### src/rtl/riscv_dbg_pkg.sv
// Shared definitions for the run-control / register-dump monitor:
// FSM encoding, halt-cause codes and the default halt instruction.
package riscv_dbg_pkg;

  typedef enum logic [1:0] {
    ST_IDLE = 2'd0,
    ST_RUN  = 2'd1,
    ST_DUMP = 2'd2,
    ST_DONE = 2'd3
  } state_t;

  localparam logic [1:0] CAUSE_NONE    = 2'd0;
  localparam logic [1:0] CAUSE_EBREAK  = 2'd1;
  localparam logic [1:0] CAUSE_STALL   = 2'd2;
  localparam logic [1:0] CAUSE_TIMEOUT = 2'd3;

  localparam logic [31:0] HALT_INSN_DEFAULT = 32'h0010_0073;

  // Fixed arbitration when several stop conditions fire on the same cycle.
  function automatic logic [1:0] stop_cause(input logic ebreak, input logic stall,
                                            input logic timeout);
    if (ebreak)       return CAUSE_EBREAK;
    else if (stall)   return CAUSE_STALL;
    else if (timeout) return CAUSE_TIMEOUT;
    else              return CAUSE_NONE;
  endfunction

endpackage

### src/rtl/riscv_run_monitor_if.sv
// Register-dump stream: one snapshot register per beat, valid/ready handshake.
interface riscv_run_monitor_if #(
  parameter int XLEN  = 32,
  parameter int NREGS = 32
);
  localparam int IW = $clog2(NREGS);

  logic            dump_valid;
  logic            dump_ready;
  logic [IW-1:0]   dump_index;
  logic [XLEN-1:0] dump_data;
  logic            dump_last;

  modport master (output dump_valid, dump_index, dump_data, dump_last, input dump_ready);
  modport slave  (input dump_valid, dump_index, dump_data, dump_last, output dump_ready);
endinterface

### src/rtl/dump_serializer.sv
// Holds the frozen register snapshot and walks it out one register per
// accepted beat; index/data stay put while the sink back-pressures.
module dump_serializer #(
  parameter int XLEN  = 32,
  parameter int NREGS = 32
) (
  input  logic                  clk,
  input  logic                  reset,
  input  logic                  i_load,
  input  logic [NREGS*XLEN-1:0] i_regs,
  output logic                  o_fire_last,
  riscv_run_monitor_if.master   dump
);
  localparam int IW = $clog2(NREGS);

  logic [NREGS-1:0][XLEN-1:0] r_snap;
  logic [IW-1:0]              r_idx;
  logic                       r_valid;
  logic                       w_fire;
  logic                       w_last;

  assign w_fire      = r_valid & dump.dump_ready;
  assign w_last      = (r_idx == IW'(NREGS - 1));
  assign o_fire_last = w_fire & w_last;

  // Snapshot content is don't-care out of reset, so no reset on this bank.
  always_ff @(posedge clk) begin
    if (i_load) r_snap <= i_regs;
  end

  always_ff @(posedge clk or posedge reset) begin
    if (reset) begin
      r_valid <= 1'b0;
      r_idx   <= '0;
    end else if (i_load) begin
      r_valid <= 1'b1;
      r_idx   <= '0;
    end else if (w_fire) begin
      if (w_last) begin
        r_valid <= 1'b0;
        r_idx   <= '0;
      end else begin
        r_idx   <= r_idx + 1'b1;
      end
    end
  end

  // Data is gated so the port reads zero whenever no beat is offered.
  assign dump.dump_valid = r_valid;
  assign dump.dump_index = r_idx;
  assign dump.dump_data  = r_valid ? r_snap[r_idx] : '0;
  assign dump.dump_last  = r_valid & w_last;

endmodule

### src/rtl/riscv_run_monitor.sv
// Run-control monitor: counts RUN cycles, stops on EBREAK / PC stall / timeout,
// holds the core and hands a register snapshot to the dump serializer.
module riscv_run_monitor
  import riscv_dbg_pkg::*;
#(
  parameter int          XLEN        = 32,
  parameter int          NREGS       = 32,
  parameter int          MAX_CYCLES  = 3000,
  parameter int          STALL_LIMIT = 8,
  parameter logic [31:0] HALT_INSN   = HALT_INSN_DEFAULT
) (
  input  logic                  clk,
  input  logic                  reset,
  input  logic                  start,
  input  logic [31:0]           Instruction,
  input  logic [XLEN-1:0]       PCOut,
  input  logic [NREGS*XLEN-1:0] regs_flat,
  output logic                  cpu_hold,
  output logic                  done,
  output logic [1:0]            halt_cause,
  output logic [31:0]           cycle_count,
  riscv_run_monitor_if.master   dump
);

  state_t          r_state, w_state_nxt;
  logic [31:0]     r_cycle;
  logic [31:0]     r_stall;
  logic [XLEN-1:0] r_prev_pc;
  logic            r_prev_vld;
  logic [1:0]      r_cause;

  logic        w_ebreak, w_stall_hit, w_timeout, w_stop, w_load, w_fire_last;
  logic [31:0] w_stall_nxt;
  logic [1:0]  w_cause;

  // The stall counter looks one cycle ahead so STALL_LIMIT identical PCs
  // in a row stop the run on the last of them.
  assign w_ebreak    = (Instruction == HALT_INSN);
  assign w_stall_nxt = (r_prev_vld && (PCOut == r_prev_pc)) ? r_stall + 32'd1 : 32'd0;
  assign w_stall_hit = (w_stall_nxt == 32'(STALL_LIMIT - 1));
  assign w_timeout   = (r_cycle == 32'(MAX_CYCLES - 1));
  assign w_stop      = w_ebreak | w_stall_hit | w_timeout;
  assign w_cause     = stop_cause(w_ebreak, w_stall_hit, w_timeout);

  always_ff @(posedge clk or posedge reset) begin
    if (reset) r_state <= ST_IDLE;
    else       r_state <= w_state_nxt;
  end

  always_comb begin
    w_state_nxt = r_state;
    w_load      = 1'b0;
    unique case (r_state)
      ST_IDLE, ST_DONE: if (start) w_state_nxt = ST_RUN;
      ST_RUN: if (w_stop) begin
        w_state_nxt = ST_DUMP;
        w_load      = 1'b1;
      end
      ST_DUMP: if (w_fire_last) w_state_nxt = ST_DONE;
      default: w_state_nxt = ST_IDLE;
    endcase
  end

  always_ff @(posedge clk or posedge reset) begin
    if (reset) begin
      r_cycle    <= '0;
      r_stall    <= '0;
      r_prev_pc  <= '0;
      r_prev_vld <= 1'b0;
      r_cause    <= CAUSE_NONE;
    end else begin
      unique case (r_state)
        ST_IDLE, ST_DONE: if (start) begin
          r_cycle    <= '0;
          r_stall    <= '0;
          r_prev_vld <= 1'b0;
          r_cause    <= CAUSE_NONE;
        end
        ST_RUN: if (w_stop) begin
          r_cause <= w_cause;
        end else begin
          r_cycle    <= (r_cycle == '1) ? r_cycle : r_cycle + 32'd1;
          r_stall    <= w_stall_nxt;
          r_prev_pc  <= PCOut;
          r_prev_vld <= 1'b1;
        end
        default: ;
      endcase
    end
  end

  assign cpu_hold    = (r_state == ST_DUMP) || (r_state == ST_DONE);
  assign done        = (r_state == ST_DONE);
  assign halt_cause  = r_cause;
  assign cycle_count = r_cycle;

  dump_serializer #(.XLEN(XLEN), .NREGS(NREGS)) u_ser (
    .clk         (clk),
    .reset       (reset),
    .i_load      (w_load),
    .i_regs      (regs_flat),
    .o_fire_last (w_fire_last),
    .dump        (dump)
  );

endmodule

### src/flat_wrapper.sv
// flat-port wrapper written by rule: the top's interface ports become plain ports
module riscv_run_monitor_flat import riscv_dbg_pkg::*;
#(
  parameter int          XLEN        = 32,
  parameter int          NREGS       = 32,
  parameter int          MAX_CYCLES  = 3000,
  parameter int          STALL_LIMIT = 8,
  parameter logic [31:0] HALT_INSN   = HALT_INSN_DEFAULT
)
  (clk, reset, start, Instruction, PCOut, regs_flat, cpu_hold, done, halt_cause, cycle_count, dump_dump_valid, dump_dump_index, dump_dump_data, dump_dump_last, dump_dump_ready);
  riscv_run_monitor_if #(.XLEN(XLEN), .NREGS(NREGS)) dump_i ();
  input  logic clk;
  input  logic reset;
  input  logic start;
  input  logic [31:0] Instruction;
  input  logic [XLEN-1:0] PCOut;
  input  logic [NREGS*XLEN-1:0] regs_flat;
  output logic cpu_hold;
  output logic done;
  output logic [1:0] halt_cause;
  output logic [31:0] cycle_count;
  output wire logic [$bits(dump_i.dump_valid)-1:0] dump_dump_valid;
  output wire logic [$bits(dump_i.dump_index)-1:0] dump_dump_index;
  output wire logic [$bits(dump_i.dump_data)-1:0] dump_dump_data;
  output wire logic [$bits(dump_i.dump_last)-1:0] dump_dump_last;
  input wire logic [$bits(dump_i.dump_ready)-1:0] dump_dump_ready;
  assign dump_dump_valid = dump_i.dump_valid;
  assign dump_dump_index = dump_i.dump_index;
  assign dump_dump_data = dump_i.dump_data;
  assign dump_dump_last = dump_i.dump_last;
  assign dump_i.dump_ready = dump_dump_ready;
  riscv_run_monitor #(.XLEN(XLEN), .NREGS(NREGS), .MAX_CYCLES(MAX_CYCLES), .STALL_LIMIT(STALL_LIMIT), .HALT_INSN(HALT_INSN)) u_core (.clk(clk), .reset(reset), .start(start), .Instruction(Instruction), .PCOut(PCOut), .regs_flat(regs_flat), .cpu_hold(cpu_hold), .done(done), .halt_cause(halt_cause), .cycle_count(cycle_count), .dump(dump_i));
endmodule
### config.mk
export PLATFORM = sky130hd
export DESIGN_NAME = riscv_run_monitor_flat
export DESIGN_NICKNAME = d
export VERILOG_FILES = /design/src/rtl/riscv_dbg_pkg.sv /design/src/rtl/riscv_run_monitor_if.sv /design/src/rtl/dump_serializer.sv /design/src/rtl/riscv_run_monitor.sv /design/src/flat_wrapper.sv
export SDC_FILE = /design/constraint.sdc
export NUM_CORES = 1
export LEC_CHECK = 0
export ABC_AREA = 0
export CORE_AREA = 2 2 458 460
export DETAILED_ROUTE_END_ITERATION = 8
export DIE_AREA = 0 0 460 462
export GPL_TIMING_DRIVEN = 0
export PLACE_DENSITY = 0.41
export REMOVE_ABC_BUFFERS = 1
export SLEW_MARGIN = 30
export SYNTH_ARGS = -nofsm -noshare
export SYNTH_HDL_FRONTEND = slang
export SYNTH_SLANG_ARGS = --single-unit
export TNS_END_PERCENT = 30
### constraint.sdc
create_clock -name clk -period 35 [get_ports clk]
set_input_delay 8.75 -clock clk [delete_from_list [all_inputs] [get_ports clk]]
set_output_delay 8.75 -clock clk [all_outputs]
set_load 0.02 [all_outputs]
==> impl_metrics.json, run 1 <==
{
  "run_status": "finished, final reports clean",
  "sw_frac_of_total": 0.304,
  "drt-wirelength-per-cell_um": 28.2,
  "netlist_area_sq_mm": 0.0457,
  "drv_cap": 0,
  "setup_viol": 0,
  "cp_cell_sequence": "clkdlybuf4s50_1 > xnor2_1 > nand4b_1 > or4_1 > nor4_2 > nand4_2 > or3_1 > a21oi_4 > buf_16 > buf_16 > buf_8 > buf_8 > buf_16 > buf_16 > buf_8 > buf_16 > buf_16 > buf_16 > buf_8",
  "worst_setup_path_end_kind": "flip-flop",
  "num_vias": 27600,
  "grt_pass1_wl_mm": 244,
  "synth-edff-count": 1024,
  "final_hold_viol_count": 0,
  "slowest_stage": "nor4_2",
  "arrival_ps": 14130,
  "wirelength_mm": 180,
  "cp.required_ps": 35490,
  "power_density_mw_per_mm2": 64.8,
  "crit_path_max_fanout": 18,
  "fp.dieW_um": 460,
  "viasPerCell": 4.31,
  "synthTopCellsByArea": "edfxtp_1 67%, mux4_2 16%, dfrtp_1 5.9%",
  "max_freq_mhz": 73.3,
  "grtUsageTotal": 0.166,
  "cts_setup_buffers": 0,
  "grt_pass1_vias": 29400,
  "numCtsBuffers": 145,
  "final_util": 0.324,
  "hold_class": "flip-flop to flip-flop",
  "cts_resized": 0,
  "htreeDepth": 4,
  "crit_family": "buffers and inverters",
  "post-route-drc-count": 0,
  "postSynthRegisterBits": 1131,
  "grt_max_degree": 59,
  "p_leak_uw": 0.0220,
  "cts_tree": "built",
  "start_util": 0.220,
  "syn2layout_area_growth_pct": 47.5,
  "fin_skew_ps": 57.8,
  "crit_type": "primary input to flip-flop",
  "gr-total-overflow": 0,
  "drt_iter0_markers": 1774,
  "clock_path_buffers": 3,
  "vdd_drop_max_v": 0.0000503,
  "clockPowerShare": 0.330,
  "cts-root-buf": "clkbuf_16",
  "crit_buf_inv": 12,
  "ys_warn_count": 0,
  "start_kind": "primary input",
  "rsz0062_at_grt": "no",
  "port-buffer-count": 1166,
  "ant_nets": 0,
  "p_comb_frac": 0.316,
  "numClockSinks": 1131,
  "clock_latency_ps": 800,
  "synth_top_cell_by_area": "edfxtp_1",
  "io_pins": 1167,
  "synth_top_area_frac": 0.673,
  "switchingPower_uw": 1330,
  "period_share": 0.390,
  "cpMostUsedCell": "buf_16",
  "clk_pin_slew_worst_paths_ps": 60,
  "antenna_found_initial": 162,
  "n_fill_cell": 20100,
  "synth-seq-area-share": 0.732,
  "synth_async_sr_flop_share": 0.0946,
  "place_congestion": 0.796,
  "fp.dieArea_sq_mm": 0.213,
  "final_max_slew_viol_count": 0,
  "synth_ff_type": "edfxtp_1",
  "p_int_uw": 3040,
  "avgSynthCellArea_sq_um": 20.4,
  "syn_inst": 2238,
  "tightest_slew_ps": 961,
  "nNetsFinal": 4635,
  "drive_gt1_frac": 0.189,
  "total_power_uw": 4370,
  "die_y_um": 462,
  "relSlewSlack": 0.358,
  "ys_types": 74,
  "num_rows": 168,
  "cts_hold_buf": 0,
  "dp_hpwl_mm": 141,
  "core_area_sq_mm": 0.208,
  "cpPeakStageDelay_ps": 790,
  "p_seq_frac": 0.354,
  "firstDrtPassIters": 5,
  "period_needed_ps": 13640
}
==> metrics by stage <==
stage / cells / cell area (sq um) / setup slack (ps) / TNS (ps) / hold WS, ps
after CTS: 6369 / 67300 / 21440 / 0 / 526
final: 6397 / 67400 / 21360 / 0 / 524
after global placement: 6003 / 60300 / -23370 / - / 505
after detailed placement: 6107 / 62700 / 20590 / 0 / 514
after global routing: 6378 / 67400 / 21090 / 0 / 531
after floorplan: 2117 / 45200 / -6250 / -6428500 / 477
==> flip-flops by register name (all words and copies together), names as in the netlist <==
register,count
u_core.u_ser.r_snap,1024
u_core.cycle_count,32
u_core.r_prev_pc,32
u_core.r_stall,32
u_core.u_ser.dump.dump_index,5
u_core.halt_cause,2
u_core.r_state,2
u_core.r_prev_vld,1
u_core.u_ser.dump.dump_valid,1
==> kinds of logic (layout without fill, tap and decap cells) <==
| kind of cell | count (synthesis) | count (layout) | share of synthesized area |
|---|---|---|---|
| mux | 412 | 412 | 0.179 |
| fa+ha+maj | 8 | 8 | 0.00219 |
| flops | 1131 | 1131 | 0.732 |
| buf+inv | 132 | 1544 | 0.0119 |
| compound gates | 133 | 133 | 0.0204 |
| simple gates | 383 | 383 | 0.0478 |
| xor+xnor | 39 | 39 | 0.00747 |
| other cells | 0 | 27 | 0 |
==> worst paths after layout <==
path	from	to	slack, ps	cells past startpoint
max	PCOut[22]	u_core.u_ser.r_snap[428]$_DFFE_PN_	21360	19
min	u_core.r_prev_pc[10]$_DFFE_PP0P_	u_core.r_prev_pc[10]$_DFFE_PP0P_	520	1
max reg2reg	u_core.r_stall[0]$_DFFE_PP0P_	u_core.u_ser.r_snap[428]$_DFFE_PN_	29130	19
min reg2reg	u_core.r_prev_pc[10]$_DFFE_PP0P_	u_core.r_prev_pc[10]$_DFFE_PP0P_	520	1
max in group asynchronous	reset	u_core.r_prev_pc[17]$_DFFE_PP0P_	25900	3
min in group asynchronous	reset	u_core.cycle_count[11]$_DFFE_PP0P_	8430	2
==> metal layers <==
metal	track usage	vias to the layer above	share of wire
li1	-	12000	-
met1	0.188	13900	0.37
met2	0.288	1083	0.51
met3	0.0732	444	0.096
met4	0.0390	142	0.021
met5	0	-	0.0050
==> power by group through the flow <==
stage / Sequential (uW) / Combinational (uW) / Clock [uW]
floorplan: 1680 / 867 / 0
global placement: 1840 / 1550 / 0
detailed placement: 1580 / 1420 / 0
CTS: 1550 / 1430 / 1500
global route: 1550 / 1490 / 1550
finish: 1550 / 1380 / 1440
==> final cells by class <==
| cell class | instances | area, sq um | share of cell area |
|---|---|---|---|
| clock buffer | 182 | 3850 | 0.0571 |
| clock inverter | 80 | 736 | 0.0109 |
| sequential | 1131 | 33400 | 0.496 |
| tap | 2720 | 3400 | 0.0505 |
| timing repair buffer | 1271 | 14100 | 0.209 |
| inverter | 11 | 48.8 | 0.000724 |
| multi-input combinational | 975 | 11800 | 0.174 |
| antenna | 27 | 67.6 | 0.00100 |
==> synth_stat cells (all sizes together), types with 2 or more instances <==
master,number
nor4b,8
mux4,320
clkbuf,75
nor2b,37
nor2,30
o31ai,7
a2bb2oi,2
nand4b,4
o211ai,2
and3,21
inv,10
nor3,20
and2,4
or4,12
a31oi,19
o21a,3
or2,5
nor4,22
a21o,12
a21oi,28
a21boi,2
and4,12
o31a,2
buf,46
xnor2,20
nand3,40
edfxtp,1024
mux2,34
nand2,81
nand4,40
o21ai,25
a211oi,6
mux2i,58
o311ai,3
ha,8
a22o,3
o21bai,2
dfrtp,107
xor2,19
nand2b,31
o2bb2ai,2
or3,12
nor3b,2
a211o,4
==> cells in the final DEF (no fill, tap or decap), drive strengths merged, types with 20 or more instances in the layout <==
master            n
a21oi            28
and3             21
buf             105
clkbuf          182
clkdlybuf4s50  1166
clkinv           68
dfrtp           107
diode            27
edfxtp         1024
mux2             34
mux2i            58
mux4            320
nand2            81
nand2b           31
nand3            40
nand4            40
nor2             30
nor2b            37
nor3             20
nor4             22
o21ai            25
xnor2            20
Power figures use the tool's default switching activity.
==> run 2: changes to the inputs <==
clock period = 11.95 ns   (was 35 ns; I/O delays follow)
==> results of run 2 <==
The final DEF is identical to that of run 1. Status: finished, final reports clean.
Main changes from that run: setup slack after placement 20590 ps -> 3300 ps; setup slack after layout 21360 ps -> 4070 ps; register-to-register setup slack 29130 ps -> 6080 ps; total power 4370 uW -> 12800 uW; worst IR drop on VDD 0.0000503 V -> 0.000147 V
==> run 3: changes to the inputs <==
PLACE_DENSITY = 0.39   (was 0.41)
clock period = 7.55 ns   (was 11.95 ns; I/O delays follow)
==> impl_metrics.json, run 3 (same netlist as run 1, synthesis figures left out) <==
{
  "io_pins": 1167,
  "die_y_um": 462,
  "reg2reg_from": "u_core.r_stall[0]$_DFFE_PP0P_",
  "core_area_sq_mm": 0.208,
  "holdPathStages": 1,
  "mostFrequentLayoutCells": "1166 x clkdlybuf4s50_1, 1024 x edfxtp_1, 320 x mux4_2, 145 x clkbuf_16, 101 x dfrtp_1",
  "cts_resized": 0,
  "slowest_stage": "dfrtp_4",
  "post-route-drc-count": 0,
  "cp_num_cells": 9,
  "drt-wirelength-per-cell_um": 28.6,
  "grt_pass1_wl_mm": 245,
  "rr_worst_depth": 16,
  "tightest_slew_ps": 954,
  "start_kind": "flip-flop",
  "num_rows": 168,
  "drv_cap": 0,
  "crit_type": "flip-flop to output port",
  "power_density_mw_per_mm2": 300,
  "drive_gt1_frac": 0.186,
  "worst_setup_path_end_kind": "output port",
  "fin_cells": 6389,
  "grtUsageTotal": 0.168,
  "fp.dieW_um": 460,
  "cts_hold_buf": 0,
  "cts_tree": "built",
  "wirelength_mm": 182,
  "crit_buf_inv": 5,
  "min_from": "u_core.r_prev_pc[0]$_DFFE_PP0P_",
  "period_needed_ps": 6620,
  "final_max_slew_viol_count": 0,
  "crit_path_max_fanout": 26,
  "port-buffer-count": 1166,
  "viasPerCell": 4.30,
  "fp.dieArea_sq_mm": 0.213,
  "numClockSinks": 1131,
  "clk_pin_slew_worst_paths_ps": 50,
  "n_fill_cell": 20200,
  "drt_iter0_markers": 1876,
  "period_share": 0.876,
  "start_util": 0.220,
  "dp.cells": 6104,
  "layout_commonest_cell": "clkdlybuf4s50_1",
  "nNetsFinal": 4628,
  "largest_register_ffs": 1024,
  "num_vias": 27500,
  "clock_path_buffers": 3,
  "p_leak_uw": 0.0219,
  "cts_setup_buffers": 0,
  "arrival_ps": 4730,
  "grt_max_degree": 60,
  "setup_viol": 0,
  "syn2layout_area_growth_pct": 47.0,
  "gr-total-overflow": 0,
  "largest_register": "u_core.u_ser.r_snap",
  "htreeDepth": 4,
  "cpMostUsedCell": "buf_16",
  "fin_skew_ps": 43.0,
  "numCtsBuffers": 142,
  "antenna_found_initial": 178,
  "vdd_drop_max_v": 0.000225,
  "cts-root-buf": "clkbuf_16",
  "crit_family": "buffers and inverters",
  "relSlewSlack": 0.364,
  "run_status": "finished, final reports clean",
  "rrSetupSlack_ps": 2090,
  "place_congestion": 0.786,
  "rsz0062_at_grt": "no",
  "cp_cell_sequence": "buf_16 > buf_16 > buf_12 > buf_16 > mux4_2 > mux4_2 > mux2i_1 > nor2b_1 > clkdlybuf4s50_1",
  "dp_hpwl_mm": 144,
  "max_freq_mhz": 151,
  "cp.required_ps": 5660,
  "ant_nets": 0,
  "clock_latency_ps": 800,
  "cpPeakStageDelay_ps": 690,
  "firstDrtPassIters": 5,
  "grt_pass1_vias": 29600,
  "worstSetupStartpoint": "u_core.u_ser.dump.dump_index[0]$_DFFE_PP0P_",
  "final_hold_viol_count": 0,
  "hold_class": "flip-flop to flip-flop",
  "setup_tns_ps": 0
}
## run 3: cell types whose count changed in the layout (fill, tap and decap cells not counted), sizes merged
| cell | delta |
|---|---|
| clkbuf | +8 |
| diode | +1 |
| clkinvlp | -1 |
| inv | -2 |
| buf | -4 |
| clkinv | -10 |
## run 3: worst register-to-register path, delay by kind of cell, from the launching register on
kind / cells / cell delay, ps
flops: 1 / 440
simple gates: 4 / 1850
compound gates: 3 / 1100
buf+inv: 8 / 1570
fa+ha+maj: 1 / 230
## run 3: per-layer routing
layer  track usage  vias to the layer above  share of wire
met5             0                        -         0.0049
met2         0.303                     1096           0.52
met3        0.0715                      428          0.091
met4        0.0384                      138          0.023
li1              -                    12000              -
met1         0.182                    13800           0.36
## run 3: per-stage QoR
step	total power (uW)	utilization	worst slack [ps]	hold slack, ps	instance area, sq um
after CTS	20700	0.322	658	526	67100
after global placement	13100	0.290	-43900	505	60300
after floorplan	11500	-	-26840	477	45200
after global routing	21100	0.322	548	535	67100
after detailed placement	13900	0.301	412	513	62600
final	20200	0.323	933	523	67200
## run 3: power by group
group	total (uW)	leakage, uW	switching (uW)	internal (uW)
Sequential	7220	0.0106	268	6950
Combinational	6330	0.00910	3020	3310
Clock	6610	0.00218	2810	3800
Total	20200	0.0219	6090	14100
## run 3: final cells by class
cell class	count	area, sq um	area share
antenna	28	70.1	0.00104
clock buffer	190	3880	0.0577
clock inverter	67	622	0.00926
inverter	11	48.8	0.000727
multi-input combinational	975	11800	0.175
sequential	1131	33400	0.498
tap	2720	3400	0.0507
timing repair buffer	1267	13900	0.207
## run 3: path summary, 6_finish.rpt
kind / end
max: dump_dump_data[0]
min: u_core.r_prev_pc[0]$_DFFE_PP0P_
max reg2reg: u_core.u_ser.r_snap[300]$_DFFE_PN_
min reg2reg: u_core.r_prev_pc[0]$_DFFE_PP0P_
max in group asynchronous: u_core.r_prev_pc[0]$_DFFE_PP0P_
min in group asynchronous: u_core.cycle_count[14]$_DFFE_PP0P_
